File: config.mk
export PLATFORM = sky130hd
export DESIGN_NAME = alu_arbiter
export DESIGN_NICKNAME = d
export VERILOG_FILES = /design/src/rtl/alu_arbiter_pkg.sv /design/src/rtl/alu_arbiter_alu.sv /design/src/rtl/alu_arbiter.sv
export SDC_FILE = /design/constraint.sdc
export NUM_CORES = 1
export LEC_CHECK = 0
export BUFFER_PORTS_ARGS = -buffer_cell sky130_fd_sc_hd__buf_4
export CAP_MARGIN = 15
export CORE_ASPECT_RATIO = 0.75
export CORE_MARGIN = 5
export CORE_UTILIZATION = 40
export CTS_CLUSTER_SIZE = 12
export DETAILED_ROUTE_END_ITERATION = 12
export PLACE_DENSITY = 0.66
export SYNTH_ARGS = -nofsm -noshare
export SYNTH_HDL_FRONTEND = slang
export SYNTH_SLANG_ARGS = --single-unit
File: constraint.sdc
create_clock -name clk -period 7 [get_ports clk]
set_clock_uncertainty 0.05 [all_clocks]
set_input_delay 1.4 -clock clk [delete_from_list [all_inputs] [get_ports clk]]
set_output_delay 1.4 -clock clk [all_outputs]
set_load 0.1 [all_outputs]
File: src/rtl/alu_arbiter_pkg.sv
// ============================================================================
// alu_arbiter_pkg : shared ALUop encodings and arbiter-wide constants
// Rev 1.0
// ============================================================================
`default_nettype none

package alu_arbiter_pkg;

  typedef enum logic [3:0] {
    ALU_ADD  = 4'h0,
    ALU_SUB  = 4'h1,
    ALU_AND  = 4'h2,
    ALU_OR   = 4'h3,
    ALU_XOR  = 4'h4,
    ALU_SLT  = 4'h5,
    ALU_SLTU = 4'h6,
    ALU_SLL  = 4'h7,
    ALU_SRL  = 4'h8,
    ALU_SRA  = 4'h9,
    ALU_XXX  = 4'hF
  } alu_op_e;

  localparam int   PORT_ID_W         = 1;
  localparam logic PRIO_INIT_DEFAULT = 1'b0;

endpackage

`default_nettype wire

File: src/rtl/alu_arbiter_alu.sv
// ============================================================================
// alu_arbiter_alu : combinational DATA_W-bit ALU shared by the arbiter ports
// Rev 1.0
// ============================================================================
`default_nettype none

module alu_arbiter_alu
  import alu_arbiter_pkg::*;
#(
  parameter int DATA_W = 32
) (
  input  logic [DATA_W-1:0] a,
  input  logic [DATA_W-1:0] b,
  input  logic [3:0]        op,
  output logic [DATA_W-1:0] y
);

  localparam int SH_W = $clog2(DATA_W);

  logic [SH_W-1:0] shamt;
  assign shamt = b[SH_W-1:0];

  // Undefined encodings, including ALU_XXX, deliberately yield zero.
  always_comb begin
    y = '0;
    case (op)
      ALU_ADD:  y = a + b;
      ALU_SUB:  y = a - b;
      ALU_AND:  y = a & b;
      ALU_OR:   y = a | b;
      ALU_XOR:  y = a ^ b;
      ALU_SLT:  y = {{(DATA_W-1){1'b0}}, ($signed(a) < $signed(b))};
      ALU_SLTU: y = {{(DATA_W-1){1'b0}}, (a < b)};
      ALU_SLL:  y = a << shamt;
      ALU_SRL:  y = a >> shamt;
      ALU_SRA:  y = $unsigned($signed(a) >>> shamt);
      default:  y = '0;
    endcase
  end

endmodule

`default_nettype wire

File: src/rtl/alu_arbiter.sv
// ============================================================================
// alu_arbiter : round-robin sharing of one ALU between two requesters,
//               one-entry tagged response buffer, saturating contention count
// Rev 1.0
// ============================================================================
`default_nettype none

module alu_arbiter
  import alu_arbiter_pkg::*;
#(
  parameter int   DATA_W    = 32,
  parameter logic PRIO_INIT = PRIO_INIT_DEFAULT,
  parameter int   CNT_W     = 16
) (
  input  logic              clk,
  input  logic              rst,
  input  logic              req0_valid,
  output logic              req0_ready,
  input  logic [DATA_W-1:0] req0_a,
  input  logic [DATA_W-1:0] req0_b,
  input  logic [3:0]        req0_op,
  input  logic              req1_valid,
  output logic              req1_ready,
  input  logic [DATA_W-1:0] req1_a,
  input  logic [DATA_W-1:0] req1_b,
  input  logic [3:0]        req1_op,
  output logic              rsp_valid,
  input  logic              rsp_ready,
  output logic              rsp_id,
  output logic [DATA_W-1:0] rsp_data,
  output logic [CNT_W-1:0]  contention_cnt
);

  logic              rr_ptr;
  logic              can_accept;
  logic              both_valid;
  logic              grant_any;
  logic              grant_id;
  logic              blocked;
  logic [DATA_W-1:0] alu_a;
  logic [DATA_W-1:0] alu_b;
  logic [3:0]        alu_op;
  logic [DATA_W-1:0] alu_y;

  // Readys are held low while reset is asserted, so nothing is accepted then.
  assign can_accept = !rst && (!rsp_valid || rsp_ready);
  assign both_valid = req0_valid && req1_valid;
  assign grant_any  = can_accept && (req0_valid || req1_valid);
  assign grant_id   = both_valid ? rr_ptr : req1_valid;

  assign req0_ready = grant_any && (grant_id == 1'b0);
  assign req1_ready = grant_any && (grant_id == 1'b1);

  assign blocked = (req0_valid && !req0_ready) || (req1_valid && !req1_ready);

  always_comb begin
    alu_a  = '0;
    alu_b  = '0;
    alu_op = ALU_XXX;
    if (req0_ready) begin
      alu_a  = req0_a;
      alu_b  = req0_b;
      alu_op = req0_op;
    end else if (req1_ready) begin
      alu_a  = req1_a;
      alu_b  = req1_b;
      alu_op = req1_op;
    end
  end

  alu_arbiter_alu #(
    .DATA_W (DATA_W)
  ) u_alu (
    .a  (alu_a),
    .b  (alu_b),
    .op (alu_op),
    .y  (alu_y)
  );

  always_ff @(posedge clk or posedge rst) begin
    if (rst) begin
      rsp_valid <= 1'b0;
      rsp_id    <= 1'b0;
      rsp_data  <= '0;
      rr_ptr    <= PRIO_INIT;
    end else begin
      if (grant_any) begin
        rsp_valid <= 1'b1;
        rsp_id    <= grant_id;
        rsp_data  <= alu_y;
        if (both_valid) begin
          rr_ptr <= ~grant_id;
        end
      end else if (rsp_valid && rsp_ready) begin
        rsp_valid <= 1'b0;
      end
    end
  end

  always_ff @(posedge clk or posedge rst) begin
    if (rst) begin
      contention_cnt <= '0;
    end else if (blocked && (contention_cnt != {CNT_W{1'b1}})) begin
      contention_cnt <= contention_cnt + CNT_W'(1);
    end
  end

endmodule

`default_nettype wire
==> flow_metrics.env, run 1 <==
export IMPL_synth_seq_area_share_pct=11.6
export IMPL_pin_count=193
export IMPL_max_slew_margin_pct=32.7
export IMPL_final_common_cell="buf_4"
export IMPL_cp_startpoint="req0_valid"
export IMPL_rr_startpoint="rsp_valid"
export IMPL_critPathLaunchType="primary input"
export IMPL_grt_usage_pct=33.4
export IMPL_grt_max_degree=70
export IMPL_fin_tns_setup_ns=0
export IMPL_grt_pass1_wl_um=80200
export IMPL_synth_avg_cell_area_um2=7.25
export IMPL_drt_wl_total_um=54800
export IMPL_die_h_um=154
export IMPL_cp_end_kind="register"
export IMPL_cp_arrival_ns=6.46
export IMPL_critPathKind="primary input to register"
export IMPL_worst_slew_pin_slew_ns=1.01
export IMPL_die_x_um=202
export IMPL_cts_sinks=51
export IMPL_antenna_left=0
export IMPL_synth_cell_types=84
export IMPL_numCtsBuffers=5
export IMPL_die_area_um2=31000
export IMPL_nNetsFinal=1902
export IMPL_post_cts_buffers=0
export IMPL_period_share_pct=90.2
export IMPL_area_growth_pct=17.2
export IMPL_postCtsHoldBufs=0
export IMPL_grt_pass1_vias=12427
export IMPL_antennaDiodeCount=0
export IMPL_fin_ws_ns=0.689
export IMPL_post_route_util_pct=47.7
export IMPL_clock_root_buffer="clkbuf_16"
export IMPL_cp_required_ns=7.15
export IMPL_postSynthCellCount=1520
export IMPL_power_density_nw_per_um2=252
export IMPL_power_leakage_nw=5.78
export IMPL_dp_hpwl_um=43200
export IMPL_hold_viol=0
export IMPL_grt_overflow_total=0
export IMPL_design_core_area_um2=27100
export IMPL_cts_htree_levels=2
export IMPL_final_cell_count_no_fill=2010
export IMPL_io_buffers=192
export IMPL_irDropWorstVdd_mv=0.319
export IMPL_cts_tree="done"
export IMPL_fill_cells=2828
export IMPL_viasPerCell=6.60
export IMPL_max_cap_viol_count=0
export IMPL_final_setup_viol_count=0
export IMPL_synth_edf_count=0
export IMPL_antenna_found_initial=1
export IMPL_rows=52
export IMPL_clk_pin_slew_ns=0.09
export IMPL_ys_seq_elements=51
export IMPL_synth_ff_type="dfrtp_1"
export IMPL_synthArstFlopShare_pct=100
export IMPL_clockBufferDepth=2
export IMPL_ys_warn_count=0
export IMPL_worstHoldPathType="register to register"
export IMPL_pre_cts_slack_ns=0.492
export IMPL_fin_area_um2=12900
export IMPL_dp_cells=2002
export IMPL_power_mw=3.26
export IMPL_crit_fanout=37
export IMPL_synth_nets=1764
export IMPL_gp_congestion=1.05
export IMPL_slew_violations=0
export IMPL_vias=13274
export IMPL_start_util_pct=40.7
export IMPL_wl_per_cell_um=27.3
export IMPL_hold_start="contention_cnt[7]"
export IMPL_cts_repair_resize_count=0
export IMPL_min_period_ns=6.31
export IMPL_rsz0062_at_grt="false"
export IMPL_drive_gt1_share_pct=18.2
export IMPL_place_area_um2=12800
export IMPL_hold_slack_ns=0.453
export IMPL_firstDrtPassIters=6
export IMPL_status="finished, final reports clean"
export IMPL_syn_cell_area_um2=11000
export IMPL_final_cell_mix="buf_4, nor2_1, nand2_1"
export IMPL_drc=0
export IMPL_drt_iter0_markers=1697
export IMPL_clock_latency_ns=0.33
export IMPL_fmax_mhz=158
## logic make-up after synthesis
family          synth area share [%]
mux                             12.4
fa+ha+maj                       11.8
buf+inv                         8.93
compound gates                  36.7
simple gates                    16.8
flops                           11.6
xor+xnor                        1.75
## final timing paths
path | to | slack, ns | cells after the start
setup / recovery | rsp_data[29] | 0.69 | 18
setup reg to reg | rsp_data[29] | 1.43 | 17
hold reg to reg | contention_cnt[7] | 0.45 | 1
min in group asynchronous | rsp_valid | 1.28 | 3
max in group asynchronous | rsp_data[5] | 5.08 | 3
hold / removal | contention_cnt[7] | 0.45 | 1
## area by class of cell
| cell class | instances | area (um^2) | share of cell area, % |
|---|---|---|---|
| Sequential cell | 51 | 1280 | 9.88 |
| Clock buffer | 5 | 125 | 0.969 |
| Timing Repair Buffer | 248 | 1870 | 14.5 |
| Inverter | 102 | 388 | 3.00 |
| Clock inverter | 3 | 25.0 | 0.194 |
| Multi-Input combinational cell | 1250 | 8790 | 68.0 |
| Tap cell | 351 | 439 | 3.40 |
## registers in the layout (all words and copies together) (netlist names)
name / count
rsp_valid: 1
rsp_data: 32
contention_cnt: 16
rr_ptr: 1
rsp_id: 1
## power by group
group          switching, mW  leakage, nW  internal [mW]
registers              0.101        0.646          0.387
clock network          0.154       0.0708          0.137
logic                   1.78         5.07          0.701
## worst max-delay path: stages
cell	delay (ns)
buf_4	0.13
nor2b_1	0.12
or4b_1	0.66
inv_4	0.43
a22oi_1	0.31
inv_1	0.26
ha_1	0.23
nor2_1	0.07
o311ai_1	0.37
a31oi_1	0.16
buf_4	0.18
a211oi_1	0.50
nor4_1	0.21
o21a_1	0.23
nor3_1	0.33
a2bb2oi_1	0.21
a21oi_1	0.09
or4_1	0.54
## cell usage after synthesis (8+ instances only)
| cell | instances | area share [%] |
|---|---|---|
| o22ai_1 | 24 | 1.4 |
| a22o_1 | 41 | 3.3 |
| a21oi_1 | 115 | 5.2 |
| nand4_1 | 11 | 0.62 |
| dfrtp_1 | 51 | 12 |
| nor2_1 | 138 | 4.7 |
| o31ai_1 | 14 | 0.95 |
| a221oi_1 | 21 | 1.7 |
| o2111ai_1 | 14 | 1.1 |
| nor4_1 | 9 | 0.51 |
| buf_4 | 12 | 0.82 |
| o21a_1 | 9 | 0.61 |
| mux2_2 | 9 | 0.92 |
| buf_1 | 11 | 0.37 |
| a221o_1 | 9 | 0.82 |
| buf_2 | 27 | 1.2 |
| clkbuf_1 | 57 | 1.9 |
| ha_1 | 101 | 11 |
| xnor2_1 | 17 | 1.4 |
| a211oi_1 | 25 | 1.7 |
| nand2_1 | 133 | 4.5 |
| nor3_1 | 32 | 1.5 |
| o21bai_1 | 17 | 1.2 |
| o311ai_0 | 8 | 0.64 |
| a31oi_1 | 13 | 0.74 |
| a21o_1 | 17 | 1.2 |
| a22oi_1 | 46 | 3.1 |
| o211ai_1 | 39 | 2.7 |
| o21ai_0 | 94 | 4.3 |
| or2_2 | 9 | 0.51 |
| buf_6 | 9 | 0.92 |
| inv_1 | 96 | 3.3 |
| nand3_1 | 30 | 1.4 |
| mux2i_1 | 125 | 11 |
| o221ai_1 | 10 | 0.79 |
| and3_1 | 10 | 0.57 |
## layer usage
layer	global-route usage [%]	part of all wire [%]	up-vias	wire length, um
li1	-	-	5976	-
met1	48.1	43	6243	23700
met2	47.0	39	902	21500
met3	8.00	12	151	6500
met4	15.0	5.7	2	3140
met5	0	0.015	-	8
(Power assumes the default switching activity.)
==> inputs of run 2 (changes only) <==
--- a/config.mk
+++ b/config.mk
@@ -5,13 +5,15 @@
 export SDC_FILE = /design/constraint.sdc
 export NUM_CORES = 1
 export LEC_CHECK = 0
+export ABC_AREA = 1
 export BUFFER_PORTS_ARGS = -buffer_cell sky130_fd_sc_hd__buf_4
 export CAP_MARGIN = 15
-export CORE_ASPECT_RATIO = 0.75
+export CORE_ASPECT_RATIO = 1.4
 export CORE_MARGIN = 5
 export CORE_UTILIZATION = 40
 export CTS_CLUSTER_SIZE = 12
 export DETAILED_ROUTE_END_ITERATION = 12
+export GPL_TIMING_DRIVEN = 0
 export PLACE_DENSITY = 0.66
 export SYNTH_ARGS = -nofsm -noshare
 export SYNTH_HDL_FRONTEND = slang
==> run 2 against run 1 <==
Register-to-register slack worse by 0.25 ns. Non-clock buffer count is 43 higher. Setup slack got worse by 0.50 ns. Power decreased by 7.2%. Synthesized area is 15% higher. Routed wire length up 43%. Combinational power down 9.3%. Critical endpoint is now rsp_data[19].
==> flow_metrics.env, run 2 <==
export IMPL_status="finished, final reports clean"
export IMPL_grt_pass1_wl_um=112000
export IMPL_reg2reg_slack_ns=1.18
export IMPL_min_period_ns=6.82
export IMPL_fin_ws_ns=0.184
export IMPL_clk_pin_slew_ns=0.10
export IMPL_hold_start="rsp_id"
export IMPL_dp_hpwl_um=65200
export IMPL_final_cell_mix="nand2_1, nand3_1, inv_1"
export IMPL_cp_required_ns=7.13
export IMPL_cts_repair_resize_count=0
export IMPL_die_x_um=161
export IMPL_cp_buffers_inverters=8
export IMPL_grt_usage_pct=42.9
export IMPL_crit_chain="buf_4, inv_2, nand3_4, nor2_8, buf_6, clkbuf_2, buf_1, a22oi_1, inv_1, ha_1, clkbuf_1, nor2_1, inv_1, o21ai_0, nor2_1, nand2_1, nand2_1, nand2_1, nand2_1, nand3_1, nand3_1, nor2_1, nand3_1"
export IMPL_fill_cells=3628
export IMPL_clock_latency_ns=0.33
export IMPL_hold_viol=0
export IMPL_synth_cell_types=49
export IMPL_die_h_um=221
export IMPL_pre_cts_slack_ns=-0.221
export IMPL_synth_seq_area_share_pct=10.1
export IMPL_ys_warn_count=0
export IMPL_cp_arrival_ns=6.94
export IMPL_r2r_end="rsp_data[19]"
export IMPL_drt_wl_total_um=78200
export IMPL_vias=17937
export IMPL_max_cap_viol_count=0
export IMPL_max_stage_delay_ns=0.75
export IMPL_yosysTopAreaCellShare_pct=20.4
export IMPL_worst_r2r_path_depth=22
export IMPL_numCtsBuffers=5
export IMPL_top_regs="rsp_data (32), contention_cnt (16)"
export IMPL_start_util_pct=40.3
export IMPL_cts_htree_levels=2
export IMPL_worst_slew_pin_slew_ns=1.14
export IMPL_max_slew_margin_pct=24.2
export IMPL_drive_gt1_share_pct=12.7
export IMPL_drt_iter0_markers=1912
export IMPL_clock_root_buffer="clkbuf_16"
export IMPL_cp_end_kind="register"
export IMPL_grt_pass1_vias=17556
export IMPL_area_growth_pct=16.9
export IMPL_crit_cells=23
export IMPL_clockBufferDepth=2
export IMPL_final_common_cell="nand2_1"
export IMPL_rsz0062_at_grt="false"
export IMPL_power_density_nw_per_um2=204
export IMPL_crit_path_end="rsp_data[19]"
export IMPL_ys_seq_elements=51
export IMPL_firstDrtPassIters=9
export IMPL_cp_startpoint="rst"
export IMPL_final_cell_count_no_fill=2964
export IMPL_synthArstFlopShare_pct=100
export IMPL_synth_nets=2611
export IMPL_critPathLaunchType="primary input"
export IMPL_slew_violations=0
export IMPL_irDropWorstVdd_mv=0.314
export IMPL_cpLargestDelayFamily="simple AND/OR/NAND/NOR gates"
export IMPL_postSynthCellCount=2367
export IMPL_wl_per_cell_um=26.4
export IMPL_design_core_area_um2=31500
export IMPL_pin_count=193
export IMPL_synth_edf_count=0
export IMPL_yosysMostFrequentCell="nand2_1"
export IMPL_postCtsHoldBufs=0
export IMPL_final_setup_viol_count=0
export IMPL_syn_cell_area_um2=12700
export IMPL_grt_max_degree=34
export IMPL_dp_cells=2955
export IMPL_io_buffers=192
export IMPL_gp_congestion=1.10
export IMPL_ys_top_cells_by_area="nand2_1, nand3_1, dfrtp_1"
export IMPL_fmax_mhz=147
export IMPL_cts_tree="done"
export IMPL_hold_slack_ns=0.439
export IMPL_critPathKind="primary input to register"
export IMPL_viasPerCell=6.05
export IMPL_largest_register_ffs=32
export IMPL_antenna_found_initial=0
export IMPL_synth_top_cells_by_count="nand2_1, nand3_1, inv_1, nor2_1, a21oi_1"
export IMPL_power_leakage_nw=8.24
export IMPL_yosysTopAreaCell="nand2_1"
export IMPL_worstHoldPathType="register to register"
export IMPL_die_area_um2=35400
export IMPL_regMostFlops="rsp_data"
export IMPL_antenna_left=0
export IMPL_nNetsFinal=2812
export IMPL_post_cts_buffers=0
export IMPL_antennaDiodeCount=0
export IMPL_synth_avg_cell_area_um2=5.36
export IMPL_rr_startpoint="rr_ptr"
export IMPL_synth_ff_type="dfrtp_1"
export IMPL_power_mw=3.02
export IMPL_crit_fanout=21
export IMPL_slowest_stage="o21ai_0"
export IMPL_cts_sinks=51
export IMPL_period_share_pct=97.4
export IMPL_rows=77
export IMPL_grt_overflow_total=0
export IMPL_drc=0
export IMPL_cp_common_cell="nand2_1"
## run 2: report_power, final
part           switching, mW  internal (mW)
Clock                  0.143          0.181
Combinational           1.72          0.530
Sequential            0.0805          0.368
Total                   1.94           1.08
## run 2: kinds of logic (layout without fill, tap and decap cells)
| logic type | after synthesis | in the layout | synth area share, % |
|---|---|---|---|
| and+or+nand+nor | 1425 | 1425 | 48.8 |
| buffers and inverters | 408 | 610 | 13.0 |
| AOI/OAI and AO/OA | 361 | 361 | 16.6 |
| adders and majority gates | 103 | 103 | 10.3 |
| DFF | 51 | 51 | 10.1 |
| xor gates and xnor gates | 19 | 19 | 1.31 |
## run 2: worst reg2reg max path, delay by kind of cell (launching register included)
family                   cells  cell delay, ns
AND/OR/NAND/NOR             12            1.77
buffers and inverters        5            1.08
flip-flops                   1            0.40
adder cells (fa/ha/maj)      1            0.40
AO/OA/AOI/OAI                4            2.00
## run 2: metrics by stage
stage / instance area (um^2) / utilization, % / TNS [ns]
after floorplan: 12700 / - / 0
after global placement: 14600 / 46.4 / -25.84
after detailed placement: 14600 / 46.5 / -0.300
after CTS: 14800 / 47.0 / 0
after global routing: 14800 / 47.1 / 0
final: 14800 / 47.1 / 0
## run 2: layer usage
metal  vias to the layer above  part of all wire, %  global-route usage [%]  wire [um]
li1                       8149                    -                       -          -
met1                      8177                   33                    43.7      25500
met5                         -                    0                       0          0
met3                       404                  7.9                    6.07       6180
met2                      1207                   48                    76.4      37600
met4                         0                   11                    38.4       8920
## run 2: how the worst min path moves through the flow
stage	to	slack, ns	depth (start not counted)
final	rsp_id	0.44	2
after global routing	contention_cnt[11]	0.47	1
after CTS	rsp_id	0.44	2
after detailed placement	rsp_id	0.41	2
after global placement	rsp_id	0.41	2
after floorplan	rr_ptr	0.40	2
## run 2: area by class of cell
class | count | area (um^2) | area share [%]
timing repair buffer | 194 | 1470 | 9.90
buffer | 97 | 477 | 3.21
tap | 395 | 494 | 3.33
sequential | 51 | 1280 | 8.60
clock buffer | 6 | 139 | 0.936
inverter | 311 | 1170 | 7.89
clock inverter | 2 | 38.8 | 0.262
multi-input combinational | 1908 | 9770 | 65.9
